**src/rtl/medidor_pkg.sv**
```systemverilog
// medidor_pkg: shared FSM state encoding and default counter width for the period meter.
package medidor_pkg;
    typedef enum logic [1:0] {
        ESPERA = 2'd0,
        ALTO   = 2'd1,
        BAJO   = 2'd2
    } estado_t;
    localparam int ANCHO_DEF = 20;
endpackage

```
**src/rtl/detector_flanco.sv**
```systemverilog
// detector_flanco: 2-flop synchronizer plus previous-value flop; emits one-cycle rise/fall pulses.
module detector_flanco (
    input  logic i_clock,
    input  logic i_reset,
    input  logic i_senal,
    output logic o_sube,
    output logic o_baja
);
    logic s1_q, s2_q, prev_q;
    always_ff @(posedge i_clock or posedge i_reset) begin
        if (i_reset) begin
            s1_q   <= 1'b0;
            s2_q   <= 1'b0;
            prev_q <= 1'b0;
        end else begin
            s1_q   <= i_senal;
            s2_q   <= s1_q;
            prev_q <= s2_q;
        end
    end
    assign o_sube = s2_q & ~prev_q;
    assign o_baja = ~s2_q & prev_q;
endmodule

```
**src/rtl/medidor_periodo.sv**
```systemverilog
// medidor_periodo: measures period and high time of an asynchronous square wave in clock cycles,
// flagging loss of signal when no rising edge arrives within LIMITE cycles.
module medidor_periodo
    import medidor_pkg::*;
#(
    parameter int ANCHO  = ANCHO_DEF,
    parameter int LIMITE = 2**ANCHO-1
) (
    input  logic             i_clock,
    input  logic             i_reset,
    input  logic             i_senal,
    output logic [ANCHO-1:0] o_periodo,
    output logic [ANCHO-1:0] o_alto,
    output logic             o_valido,
    output logic             o_sin_senal
);
    localparam logic [ANCHO-1:0] LIM = ANCHO'(LIMITE);
    localparam logic [ANCHO-1:0] UNO = ANCHO'(1);
    estado_t          estado_q, estado_d;
    logic [ANCHO-1:0] cnt_periodo_q, cnt_periodo_d;
    logic [ANCHO-1:0] cnt_alto_q, cnt_alto_d;
    logic [ANCHO-1:0] alto_cap_q, alto_cap_d;
    logic [ANCHO-1:0] periodo_q, periodo_d;
    logic [ANCHO-1:0] alto_q, alto_d;
    logic             valido_q, valido_d;
    logic             sin_q, sin_d;
    logic             sube, baja, limite;

    detector_flanco u_detector (
        .i_clock(i_clock),
        .i_reset(i_reset),
        .i_senal(i_senal),
        .o_sube (sube),
        .o_baja (baja)
    );

    assign limite = cnt_periodo_q == LIM;

    always_ff @(posedge i_clock or posedge i_reset) begin
        if (i_reset) begin
            estado_q      <= ESPERA;
            cnt_periodo_q <= '0;
            cnt_alto_q    <= '0;
            alto_cap_q    <= '0;
            periodo_q     <= '0;
            alto_q        <= '0;
            valido_q      <= 1'b0;
            sin_q         <= 1'b1;
        end else begin
            estado_q      <= estado_d;
            cnt_periodo_q <= cnt_periodo_d;
            cnt_alto_q    <= cnt_alto_d;
            alto_cap_q    <= alto_cap_d;
            periodo_q     <= periodo_d;
            alto_q        <= alto_d;
            valido_q      <= valido_d;
            sin_q         <= sin_d;
        end
    end

    // A rise always wins over the timeout so a period of exactly LIMITE is still reported.
    always_comb begin
        estado_d      = estado_q;
        cnt_periodo_d = cnt_periodo_q;
        cnt_alto_d    = cnt_alto_q;
        alto_cap_d    = alto_cap_q;
        periodo_d     = periodo_q;
        alto_d        = alto_q;
        valido_d      = 1'b0;
        sin_d         = sin_q;
        case (estado_q)
            ESPERA: begin
                if (sube) begin
                    estado_d      = ALTO;
                    cnt_periodo_d = UNO;
                    cnt_alto_d    = UNO;
                end
            end
            ALTO: begin
                if (limite) begin
                    estado_d = ESPERA;
                    sin_d    = 1'b1;
                end else if (baja) begin
                    estado_d      = BAJO;
                    alto_cap_d    = cnt_alto_q;
                    cnt_periodo_d = cnt_periodo_q + UNO;
                end else begin
                    cnt_periodo_d = cnt_periodo_q + UNO;
                    cnt_alto_d    = cnt_alto_q + UNO;
                end
            end
            BAJO: begin
                if (sube) begin
                    estado_d      = ALTO;
                    periodo_d     = cnt_periodo_q;
                    alto_d        = alto_cap_q;
                    valido_d      = 1'b1;
                    sin_d         = 1'b0;
                    cnt_periodo_d = UNO;
                    cnt_alto_d    = UNO;
                end else if (limite) begin
                    estado_d = ESPERA;
                    sin_d    = 1'b1;
                end else begin
                    cnt_periodo_d = cnt_periodo_q + UNO;
                end
            end
            default: estado_d = ESPERA;
        endcase
    end

    assign o_periodo   = periodo_q;
    assign o_alto      = alto_q;
    assign o_valido    = valido_q;
    assign o_sin_senal = sin_q;
endmodule

```
**config.mk**
```make
export PLATFORM = sky130hd
export DESIGN_NAME = medidor_periodo
export DESIGN_NICKNAME = d
export VERILOG_FILES = /design/src/rtl/medidor_pkg.sv /design/src/rtl/detector_flanco.sv /design/src/rtl/medidor_periodo.sv
export SDC_FILE = /design/constraint.sdc
export NUM_CORES = 1
export LEC_CHECK = 0
export ABC_AREA = 1
export CAP_MARGIN = 10
export CORE_MARGIN = 2
export CORE_UTILIZATION = 37
export DETAILED_ROUTE_END_ITERATION = 12
export GPL_ROUTABILITY_DRIVEN = 0
export SETUP_SLACK_MARGIN = 0.05
export SYNTH_ARGS = -nofsm -noshare
export SYNTH_HDL_FRONTEND = slang
export SYNTH_SLANG_ARGS = --single-unit
```
**constraint.sdc**
```tcl
create_clock -name i_clock -period 7.32 [get_ports i_clock]
set_input_delay 0.732 -clock i_clock [delete_from_list [all_inputs] [get_ports i_clock]]
set_output_delay 0.732 -clock i_clock [all_outputs]
set_load 0.1 [all_outputs]
```
; ---- Yosys cells after proc, flatten, opt, wreduce, memory -nomap -nowiden
; Index checks and enable logic that the tools add are counted.
[totals]
reg_bits = 107
ramBits = 0
mem_count = 0
in_bits = 3
mem_bits_ro = 0
word_cells = 55
latchBits = 0
[classes]
n_eq_ne = 9
bitwise = 5
div_mod_pow = 0
n_mul = 0
magnitude_cmp = 0
shift = 0
mux = 18
n_addsub = 2
reduce_logical = 10
[op_table]
columns = op, count
row1 = 20-bit 2-to-1 mux, 5
row2 = 20-bit one-hot mux with 3 select lines, 1
row3 = 20-bit by 1-bit adder with 20-bit output (second input constant), 2
row4 = 20-bit one-hot mux with 2 select lines, 1
row5 = 20-bit == test (second input constant), 1
row6 = 2-bit 2-to-1 mux, 5
row7 = 2-bit != test (second input constant), 3
row8 = 3-bit != test (second input constant), 2
row9 = 2-bit one-hot mux with 3 select lines, 1
row10 = 3-bit AND reduction, 2
row11 = 1-bit 2-to-1 mux, 4
row12 = 2-bit AND reduction, 2
row13 = 4-bit AND reduction, 1
row14 = 2-bit nonzero test, 2
row15 = 1-bit NOT, 3
row16 = 3-bit nonzero test, 1
row17 = 1-bit AND, 2
row18 = 2-bit by 1-bit == test with 1-bit output (second input constant), 1
row19 = 2-bit == test (second input constant), 1
row20 = 2-bit logical NOT, 1
row21 = 2-bit by 1-bit != test with 1-bit output (second input constant), 1
row22 = 1-bit one-hot mux with 2 select lines, 1
row23 = 2-bit OR reduction, 1

; ---- Logic depth before layout (Yosys ltp)
; Gate-level depths: netlist (run 1).
[logic_depth]
word_depth = 5
mapped_depth = 12
mapped_depth_nobuf = 12

; ---- Modules after synthesis
; A second synthesis (run 1) with hierarchy kept.
[hier_totals]
cells_unflattened = 688
area_unflattened_um2 = 5335.1
[modules_own_cells]
columns = mod, area_each_um2, cells_each, seq_area_each_um2, n_inst
row1 = medidor_periodo, 5241.3, 680, 2603.7, 1
row2 = detector_flanco, 93.8, 8, 75.1, 1

; ---- Worst setup path after synthesis (run 1)
; Ideal clock, no wire load.
[synth_timing]
kind = reg-to-reg
from = register estado_q[0]
to = register cnt_alto_q[6]
synth_period_minus_slack_ns = 1.641
setup_time_ns = 0.119
required_ns = 7.201
slack_ns = 5.679
stages_incl_launch_ff = 10
n_path_buf = 1
arrival_ns = 1.522
path_cell_list = dfrtp_1 -> inv_1 -> ha_1 -> nor2_4 -> inv_1 -> o21ai_2 -> nand2_4 -> inv_4 -> buf_8 -> o21ai_2
[synth_between]
elab_chain_cells = 4
word_cells_on_any_way = 10
cone_classes = eq/ne (5) / mux (1) / reduce/logical (4)
[synth_rtl]
columns = element, line
row1 = "start, declared", medidor_periodo.sv:19  ; estado_t estado_q, estado_d;
row2 = "start signal, assigned", medidor_periodo.sv:50  ; estado_q <= estado_d;
row3 = 2-bit == test / 2-bit logical NOT (equally long branches), medidor_periodo.sv:71  ; case (estado_q)
row4 = 2-bit OR reduction (no source line), -
row5 = 2-bit by 1-bit != test with 1-bit output (no source line) / 2-bit nonzero test (equally long branches), -
row6 = 4-bit AND reduction (no source line), -
row7 = "end signal, assigned", medidor_periodo.sv:52  ; cnt_alto_q <= cnt_alto_d;
row8 = "end, declared", medidor_periodo.sv:21  ; logic [ANCHO-1:0] cnt_alto_q, cnt_alto_d;
; Parallel ways exist; a longest one is shown, timed or not.
; A chain may end at the register's enable or synchronous reset.

; ---- Final worst setup path (run 1)
[layout_timing]
from = register sin_q (netlist: o_sin_senal)
to = output port o_sin_senal
[layout_lines]
columns = element, line
row1 = "start, declared", medidor_periodo.sv:26  ; logic sin_q, sin_d;
row2 = "start signal, assigned", medidor_periodo.sv:57  ; sin_q <= sin_d;
row3 = "end, declared", medidor_periodo.sv:15  ; output logic o_sin_senal
; No word-level cell between the ends.

==> out/results.txt, run 1 <==
For this configuration, the core starts out at a cell density of 38.1%. The worst setup path is launched from a register. In this run the most critical hold path is launched from u_detector.s1_q$_DFF_PP0_. The run gives 0 as the max-slew violation total from the final report. For this run, the slowest stage of the critical path takes 1130 ps. Number of buffer cells added on primary ports: 44. The critical path buffer and inverter count works out to 1.

The instance count of the mapped netlist came out at 675. Post-detailed-routing wire length: 11400 microns. Of the total power, the clock network draws 31.4%. In this run the critical register-to-register path is launched from estado_q[0]$_DFFE_PP0P_.

Along the worst hold path, the cell count comes to 0. The net switching component of the power is 0.650 mW, and the fraction of final layout cells with drive strength greater than 1 is 8.75%. The worst register-to-register path has a depth of 9.

In this run, distinct cell masters in the synthesized netlist total 37. The die width works out to 124 microns. Hold buffer count at CTS: 0. TritonCTS built the clock tree. After global routing, the most crowded layer is met1.

The number of diodes added for antenna fixing was 0; the proportion of power drawn by combinational gates was 29.2%. For this design, the slowest cell found on the critical path is clkdlybuf4s50_1. After detailed routing, the number of vias per cell comes to 4.73. The number of clock buffers added by TritonCTS is 9.

Based on the critical path, the design can be clocked at up to 0.364 GHz. The post-detailed-route wirelength per cell works out to 12.7 microns. For the worst setup path, the data arrival time is 2020 ps. Power spread over the standard cell area amounts to 275 nW/um^2. 45 I/O pins were placed. The pre-antenna-repair detailed-routing pass consisted of 7 iterations. After synthesis, the share of flip-flops with an asynchronous set or reset is 100%.

The number of maximum-capacitance violations was 0; the share of total power in sequential cells was 39.4%. After synthesis the netlist holds a flip-flop and latch count of 107. The critical path endpoint category was an output pin. The run gives 884 as the placed instance count. The final setup violation count is 0, and the total number of placement rows is 43. Excluding fillers, the count of instances in the completed layout stands at 900. The die height came out at 124 microns. For this run, design rule violations remaining after detail routing come to 0. For this run, the register share of the synthesized area comes to 50.2%. The dominant synthesized flop cell is dfrtp_1. The path class of the tightest hold or removal check is register to register.

Clock tree synthesis found a total of 107 sinks. In this run, synthesis inferred 0 flip-flops with an integrated enable. The internal power of the cells totals 1.06 mW. Synthesized net count: 685. Across all register-to-register paths, the minimum setup slack is 5020 ps. The detailed router placed 4254 vias in this run. After clock tree synthesis, the setup repair step added 0 buffers.

In this run the worst path has a maximum fanout of 2. The gate family responsible for the most delay along the worst path was buffers and inverters. The wire length of the first global-routing pass is 19500 microns. The worst clock skew was 9.67 ps; the area of the mapped netlist was 5340 sq um. Dividing the synthesized area by the synthesized cell count gives 7.90 sq um. The region available for standard cell placement spans 14000 sq um. The clock-pin slew reported for the worst setup and hold paths after clock tree synthesis was 70 ps. The clock passes through at most 2 buffers.

For the pin with the worst max-slew slack, the measured transition is 1050 ps. The signal on the critical path passes through clkdlybuf4s50_1. At the end of the flow the core is filled with cells to 44.6%. In the final design database the tool counted 725 nets. H-tree depth reported by CTS: 3.

Of the total power, the share spent switching nets is 38.0%. The number of global-route vias before repair was 3999. The total count of hold-check failures in the final report was 0. The critical path is of the register to output pin type. In this run the critical register-to-register path is captured at estado_q[0]$_DFFE_PP0P_. The Yosys step of the flow raised 0 warnings. The later pin in the worst-skew pair is clocked with a latency of 350 ps.

Summed over all cells, the static leakage comes to 2.88 nW. The final critical path takes up 37.5% of the cycle. The sum of overflow across all layers after global routing is 0, and the violation count after the first detailed-routing iteration is 274. Summed over all failing endpoints, the final setup total negative slack is 0 ps. After filler insertion, the fill cell instance count of the layout stands at 1399.

The run finished with clean final reports. Total power for the finished layout comes to 1.71 mW. The tools report the largest net degree at the start of global routing as 84.

In this run the tightest slew margin relative to its limit is 29.8%. The worst hold path terminates at u_detector.s2_q$_DFF_PP0_. The post-detailed-placement cell area was 5900 sq um; the post-CTS resize count was 0.

Area growth from synthesis to final layout: 16.8%. For the worst setup path, the data required time is 6590 ps. The floorplan step defined a die boundary enclosing 15400 sq um. For met3 alone, demand over resource in global routing was 3.34%.

Setup repair after global routing left no endpoint under its margin. The root cell of the clock tree is clkbuf_16. In this run the remaining antenna-violating nets after routing total 0. Across the VDD grid, the largest voltage drop is 143 uV. For met2 alone, demand over resource in global routing was 22.8%.

Global routing used 16.1% of the available tracks across all layers. The clock period could shrink to 2750 ps. For this run, global-route usage on met1 was measured as 24.2%.

Initial antenna violation count: 0. The finished cells cover 6230 sq um. The wire-length estimate of the detail-placed layout is 8100 microns.
## logic make-up after synthesis
kind of cell	Yosys count	share of synthesized area, %
AND/OR/NAND/NOR	393	32.0
XOR/XNOR	11	1.81
adder cells (fa/ha/maj)	7	1.64
flip-flops	107	50.2
buffers and inverters	87	7.18
AO/OA/AOI/OAI	70	7.15
## through the flow
step / hold slack (ps) / worst slack (ps)
2_1_floorplan: 331 / 3770
3_3_place_gp: 335 / 4840
3_5_place_dp: 341 / 4820
4_1_cts: 357 / 4550
5_1_grt: 385 / 4520
6_report: 358 / 4570
## synthesized netlist by cell type (all sizes together) (5+ instances only)
master    n  area (sq um)
nand2   243           948
dfrtp   106          2650
nor2     81           363
inv      70           265
o21ai    63           342
nand3    40           215
nor3     14          86.3
buf      11          95.1
nand4    10          62.6
xor2      9          78.8
ha        7          87.6
clkbuf    6          22.5
a21oi     5          25.0
## per-layer routing
| metal | routed length (microns) | share of wire [%] |
|---|---|---|
| met3 | 416 | 3.7 |
| met1 | 6030 | 53 |
| met2 | 4760 | 42 |
| met4 | 188 | 1.6 |
| met5 | 0 | 0 |
## power by group through the flow
stage | combinational, mW | clock, mW | sequential (mW)
final | 0.500 | 0.538 | 0.674
after global routing | 0.557 | 0.574 | 0.680
after CTS | 0.506 | 0.553 | 0.673
after detailed placement | 0.503 | 0 | 0.684
after global placement | 0.497 | 0 | 0.682
after floorplan | 0.310 | 0 | 0.774
## worst max path at each step
stage / cells after the start / slack (ps) / end / from
after floorplan: 1 / 3770 / alto_cap_q[0]$_DFFE_PP0P_ / i_reset
after global placement: 3 / 4840 / o_periodo[14]$_DFFE_PP0P_ / i_reset
after detailed placement: 3 / 4820 / o_periodo[14]$_DFFE_PP0P_ / i_reset
after CTS: 1 / 4550 / o_sin_senal / o_sin_senal$_DFFE_PP1P_
after global routing: 1 / 4520 / o_sin_senal / o_sin_senal$_DFFE_PP1P_
final: 1 / 4570 / o_sin_senal / o_sin_senal$_DFFE_PP1P_
## layout make-up
cell class | count | area [sq um] | share of cell area [%]
Clock buffer | 10 | 239 | 3.83
Clock inverter | 6 | 93.8 | 1.51
Inverter | 70 | 268 | 4.30
Multi-Input combinational cell | 481 | 2270 | 36.5
Sequential cell | 107 | 2680 | 43.0
Tap cell | 180 | 225 | 3.61
Timing Repair Buffer | 46 | 455 | 7.31
## registers in the layout (all words and copies together), names as in the netlist, 2 cells and up
| register | count |
|---|---|
| cnt_periodo_q | 20 |
| estado_q | 2 |
| alto_cap_q | 20 |
| o_periodo | 20 |
| o_alto | 20 |
| cnt_alto_q | 20 |
## worst reg2reg max path: cells and delay by family (launching register included)
kind | cells | cell delay [ps]
buffers and inverters | 4 | 1070
flip-flops | 1 | 410
adder cells (fa/ha/maj) | 1 | 270
AO/OA/AOI/OAI | 2 | 260
AND/OR/NAND/NOR | 2 | 160
## cells in the final DEF (no fill, tap or decap), types with 10 or more instances in the layout
| cell | Yosys | layout |
|---|---|---|
| nand2_1 | 236 | 236 |
| dfrtp_1 | 106 | 106 |
| nor2_1 | 69 | 69 |
| inv_1 | 60 | 59 |
| clkdlybuf4s50_1 | 0 | 44 |
| o21ai_0 | 43 | 43 |
| nand3_1 | 37 | 37 |
| o21ai_1 | 13 | 13 |
| nor3_1 | 12 | 12 |
| nand4_1 | 10 | 10 |
Power figures use the tool's default switching activity.
==> run 2, diff against run 1 <==
==> constraint.sdc (replaced) <==
create_clock -name i_clock -period 2.6 [get_ports i_clock]
set_input_delay 0.26 -clock i_clock [delete_from_list [all_inputs] [get_ports i_clock]]
set_output_delay 0.26 -clock i_clock [all_outputs]
set_load 0.1 [all_outputs]
==> out/results.txt, run 2 (synthesized netlist as in run 1, its figures left out) <==
TritonCTS built the clock tree. Clock-pin slew was measured on the worst setup and hold paths at 70 ps. After detailed routing, the number of remaining DRC violations is 0. In this run the power density over the cells is 758 nW/um^2. The tools report the type of element launching the critical path as a register. The area growth from synthesis to final layout came out at 14.5%. The number of cells traversed by the worst hold path is 1, and the initial antenna violation count is 0.

Dividing the detail-routed wire length by the instance count gives 13.0 microns. For this configuration, the core starts out at a cell density of 38.1%. The logs give 2680 sq um for the sequential cell area in the final layout and 14000 sq um for the core region area.

The violation count after the first detailed-routing iteration came out at 374. The reg2reg setup slack is 430 ps. The worst path uses 83.4% of the clock period. The total clock sinks is 107, and the largest driver fanout on the critical path is 23. Walking the worst path, the cells encountered are inv_1, ha_1, nor2_4, inv_1, o21ai_2, nand2_4, inv_4, o21ai_0. Max-cap violations in this run came to 0. Gates resized during post-CTS repair numbered 0.

The worst register-to-register path has a depth of 8. The critical path buffer and inverter count was 3. VDD sags by at most 367 uV. For the largest net degree at the start of global routing, the log shows 108.

STA classifies the critical path endpoint as a register. The die width works out to 124 microns. Summed over all cells, the static leakage comes to 2.95 nW. The run gives 0 as the number of diodes added for antenna fixing. Max-slew violation total from the final report: 0.

The endpoint identified for the worst register-to-register timing path is cnt_alto_q[12]$_DFFE_PP0P_. Summing over every cut layer, the via total after detailed routing is 4296. The timing-limited maximum frequency is 0.461 GHz.

The die is 124 microns tall. The post-detailed-routing wire length was 11700 microns; the delay of the slowest cell on the worst path was 400 ps. The most repeated library cell on the critical path was inv_1.

For this run the aggregate overflow at the end of global routing stands at 0. The run gives 4139 as the number of global-route vias before repair. In the routed layout, each cell is associated on average with a via count of 4.77. Setup repair after global routing left no endpoint under its margin.

The run finished with clean final reports. Measured on the finished design, the core utilization comes to 43.7%. The H-tree depth reported by CTS is 3.

In the layout the commonest cells are nand2_1, dfrtp_1, nor2_1, inv_1, buf_4. The most common cell after layout, fill and taps aside was nand2_1. The startpoint identified for the worst hold timing path is i_senal.

The logs give 0 for the total count of hold-check failures in the final report and 45 for the number of top-level pins. The worst hold slack came out at 348 ps. The wire length of the first global-routing pass was 20300 microns; the count of fill cells added during filler insertion was 1403. Die outline area: 15400 sq um. The TritonCTS buffer count is 9, and the final setup violation count is 0.

Path category of the worst min-delay check: input port to register. The required time at the worst-slack endpoint came out at 2840 ps. Final-layout setup total negative slack: 0 ps.

The number of buffers on the longest clock path is 2. Gate family responsible for the most delay along the worst path: buffers and inverters. The worst path needs 2170 ps of the cycle, external delays included. At the pin with the least slew margin, the transition time is 883 ps. Global routing used 16.7% of the available tracks across all layers.

The root cell of the clock tree was clkbuf_16. After floorplanning, the core was divided into 43 placement rows. The logs give 350 ps for the worst-skew pair later-pin latency and 2400 ps for the endpoint arrival time on the critical path. The tools report the endpoint of the worst hold-timing path as u_detector.s1_q$_DFF_PP0_. The tools report the source of the worst register-to-register timing path as estado_q[0]$_DFFE_PP0P_. Input and output buffers added on the ports amount to 44. The hold buffer count at CTS came out at 0. For the area taken by multi-input logic gates, the log shows 2270 sq um. The detail route stage leaves a number of antenna-violating nets equal to 0.

After clock tree synthesis, the setup repair step added 0 buffers. Between clock sinks in the finished design, the worst skew comes to 8.76 ps. For the tightest slew margin relative to the limit, the log shows 41.0%. The classification of the worst setup path is register to register. Detailed placement ended at an HPWL of 8360 microns.

The fraction of final layout cells with drive strength greater than 1 was 14.7%. The final layout contains 726 nets. Slowest library cell on the worst path: dfrtp_1. The run gives 5 as the number of detailed-route iterations in the first pass.
-- run 2: where the power goes --
group	leakage (nW)	internal [mW]	switching (mW)
logic	1.34	0.322	1.06
clock network	0.140	0.692	0.651
registers	1.47	1.79	0.114
total	2.95	2.80	1.83
-- run 2: worst max path at each step --
stage,startpoint,end,cells after the start
after floorplan,estado_q[0]$_DFFE_PP0P_,cnt_alto_q[6]$_DFFE_PP0P_,9
after global placement,estado_q[0]$_DFFE_PP0P_,cnt_alto_q[12]$_DFFE_PP0P_,8
after detailed placement,estado_q[0]$_DFFE_PP0P_,cnt_alto_q[12]$_DFFE_PP0P_,8
after CTS,estado_q[0]$_DFFE_PP0P_,cnt_alto_q[4]$_DFFE_PP0P_,9
after global routing,estado_q[0]$_DFFE_PP0P_,cnt_alto_q[11]$_DFFE_PP0P_,9
final,estado_q[0]$_DFFE_PP0P_,cnt_alto_q[12]$_DFFE_PP0P_,8
-- run 2: per-layer routing --
metal | track usage, % | routed length [microns]
met1 | 25.4 | 6040
met2 | 23.6 | 4880
met3 | 3.39 | 645
met4 | 5.34 | 146
met5 | 0 | 0
-- run 2: cell type report --
class                   instances  area share (%)
flip-flops and latches        107            43.9
clock buffers                  10            3.91
well taps                     180            3.69
inverters                      70            4.40
clock inverters                 6           0.840
repair buffers                 47            6.06
multi-input cells             481            37.2
-- run 2: metrics by stage --
stage | setup WS, ps | cell area, sq um | power (mW) | std cells
after global routing | 238 | 6110 | 4.90 | 901
after floorplan | 959 | 5340 | 3.05 | 675
after global placement | 589 | 5820 | 3.28 | 885
after detailed placement | 475 | 5820 | 3.32 | 885
after CTS | 453 | 6110 | 4.67 | 901
final | 433 | 6110 | 4.63 | 901
-- run 2: worst reg2reg max path, stage by stage, from the launching register on --
cell,delay (ps)
dfrtp_1,400
inv_1,100
ha_1,270
nor2_4,260
inv_1,260
o21ai_2,250
nand2_4,180
inv_4,220
o21ai_0,100
==> RTL edit (settings of run 2) <==
Encoding of `estado_t`: now one-hot (3 bits for 3 values).
--- a/src/rtl/medidor_pkg.sv
+++ b/src/rtl/medidor_pkg.sv
@@ -1,8 +1,8 @@
 // medidor_pkg: shared FSM state encoding and default counter width for the period meter.
 package medidor_pkg;
-    typedef enum logic [1:0] {
-        ESPERA = 2'd0,
-        ALTO   = 2'd1,
-        BAJO   = 2'd2
+    typedef enum logic [2:0] {
+        ESPERA = 3'b001,
+        ALTO   = 3'b010,
+        BAJO   = 3'b100
     } estado_t;
     localparam int ANCHO_DEF = 20;
Check against the original RTL: same outputs for any inputs over 10 cycles, from zero or initial values and one cycle with i_reset high; not proved beyond that.
==> RTL edit against run 2 <==
Routed wire length increased by 2.2%. Fmax increased by 6.7%. Final area is 0.98% higher. Power down 11%. Clock power rose by 9%. Worst setup slack improved by 140 ps. Area after synthesis decreased by 0.33%. Die area is 0.32% lower. Via count is 3.0% higher. Sequential cell count up 1. Global-route usage rose by 0.075 points. First-iteration DRC count shrank 1.1%. Largest power group unchanged.
==> RTL edit: results (changes against run 2) <==
stage,metric,value,unit,change
timing,headroom to the max-slew limit,60.5,%,+19 points
worst_setup_path,crit-path max FO,15,,-35%
timing,clk_skew,9.31,ps,+0.550 ps
synthesis,register area share after synthesis,50.9,%,+0.66 points
synthesis,Mapped Nets,688,,+0.44%
synthesis,post-synth cell types,29,,-22%
finish,fin nets,733,,+0.96%
worst_setup_path,CP Data Arrival Time,2330,ps,-70 ps
hold_path,hold crit path type,in2async,,
placement,post-DP HPWL,8700,um,+4.0%
outcome,status,completed,,
detailed_routing,via count,4426,,+3.0%
synthesis,Synth Area per Inst,7.79,sq um,-1.5%
power,Leakage,2.96,nW,+0.44%
worst_setup_path,Register-to-Register Path Depth,10,,+2
detailed_routing,Iteration-0 DRC Markers,370,,-1.1%
worst_setup_path,R2R setup slack,570,ps,+140 ps
detailed_routing,total routed wirelength,12000,um,+2.2%
grt,first-pass GRT wire length,20100,um,-1.1%
grt,largest net degree at the start of global routing,50,,-54%
synthesis,"count leader, synth",nand2_1,,
synthesis,Commonest cells post-synth,"nand2_1, dfrtp_1, nor2_1, inv_1, o21ai_0",,
placement,Post-Place Cell Area,5850,sq um,+0.60%
grt,All-Layer GR Usage,16.8,%,+0.075 points
power,worst vdd ir,376,uV,+2.3%
detailed_routing,wire per inst,13.1,um,+0.89%
synthesis,dominant cells by area after synthesis,"dfrtp_1, nand2_1, o21ai_0",,
==> RTL edit: cell count changes after synthesis, moves of 4 or more <==
| cell | delta |
|---|---|
| ha_1 | -5 |
| inv_1 | -5 |
| nand3_1 | +12 |
| nand2_1 | +29 |
| o21ai_1 | -11 |
| nand2_2 | +4 |
| nor2_1 | -11 |
| nor3_1 | -5 |
| clkbuf_1 | +6 |
| inv_2 | -8 |
| o21ai_0 | +7 |
| xor2_1 | +6 |
==> RTL edit: report_power, final <==
part           total (mW)  internal (mW)  switching, mW
logic               0.815          0.196          0.619
clock network        1.46          0.793          0.669
registers            1.84           1.77         0.0711
==> RTL edit: worst register-to-register path: stages, from the launching register on <==
cell and delay (ps):
dfrtp_1 400, ha_1 240, nand2_2 90, nor2_2 60
nand2_2 110, nor2_4 50, nand2_2 280, nand3_2 120
inv_1 370, nand2_1 160, nand2_1 90
==> RTL edit: per-layer routing <==
metal	track usage (%)	vias up	share of wire, %
met3	2.66	14	4.7
met5	0	-	0
met2	24.4	93	42
met1	24.9	2074	51
li1	-	2245	-
met4	6.68	0	1.8
==> RTL edit: cell type report <==
type                    instances  area [sq um]
fillers                      1392          7770
flip-flops and latches        108          2710
multi-input cells             498          2280
repair buffers                 53           415
clock buffers                  10           239
well taps                     180           225
inverters                      58           221
clock inverters                 6          76.3
==> RTL edit: logic make-up after synthesis <==
logic type      synth area share [%]
compound gates                  7.32
xor+xnor                        2.47
fa+ha+maj                      0.471
buf+inv                         6.16
flops                           50.9
simple gates                    32.7
==> RTL edit: per-stage QoR <==
step / setup WS (ps) / hold WS [ps] / util (%)
final: 569 / 311 / 44.3
after global routing: 392 / 342 / 44.3
after CTS: 585 / 323 / 44.3
after detailed placement: 607 / 341 / 42.0
after global placement: 623 / 342 / 42.0
after floorplan: 1010 / 291 / -
==> RTL edit: final timing paths <==
check / startpoint / to
worst min register to register: u_detector.s1_q$_DFF_PP0_ / u_detector.s2_q$_DFF_PP0_
worst min-delay path: i_reset / o_periodo[3]$_DFFE_PP0P_
worst max register to register: cnt_periodo_q[0]$_DFFE_PP0P_ / alto_cap_q[15]$_DFFE_PP0P_
max in group asynchronous: i_reset / estado_q[0]$_DFFE_PP1P_
min in group i_clock: i_senal / u_detector.s1_q$_DFF_PP0_
worst max-delay path: cnt_periodo_q[0]$_DFFE_PP0P_ / alto_cap_q[15]$_DFFE_PP0P_
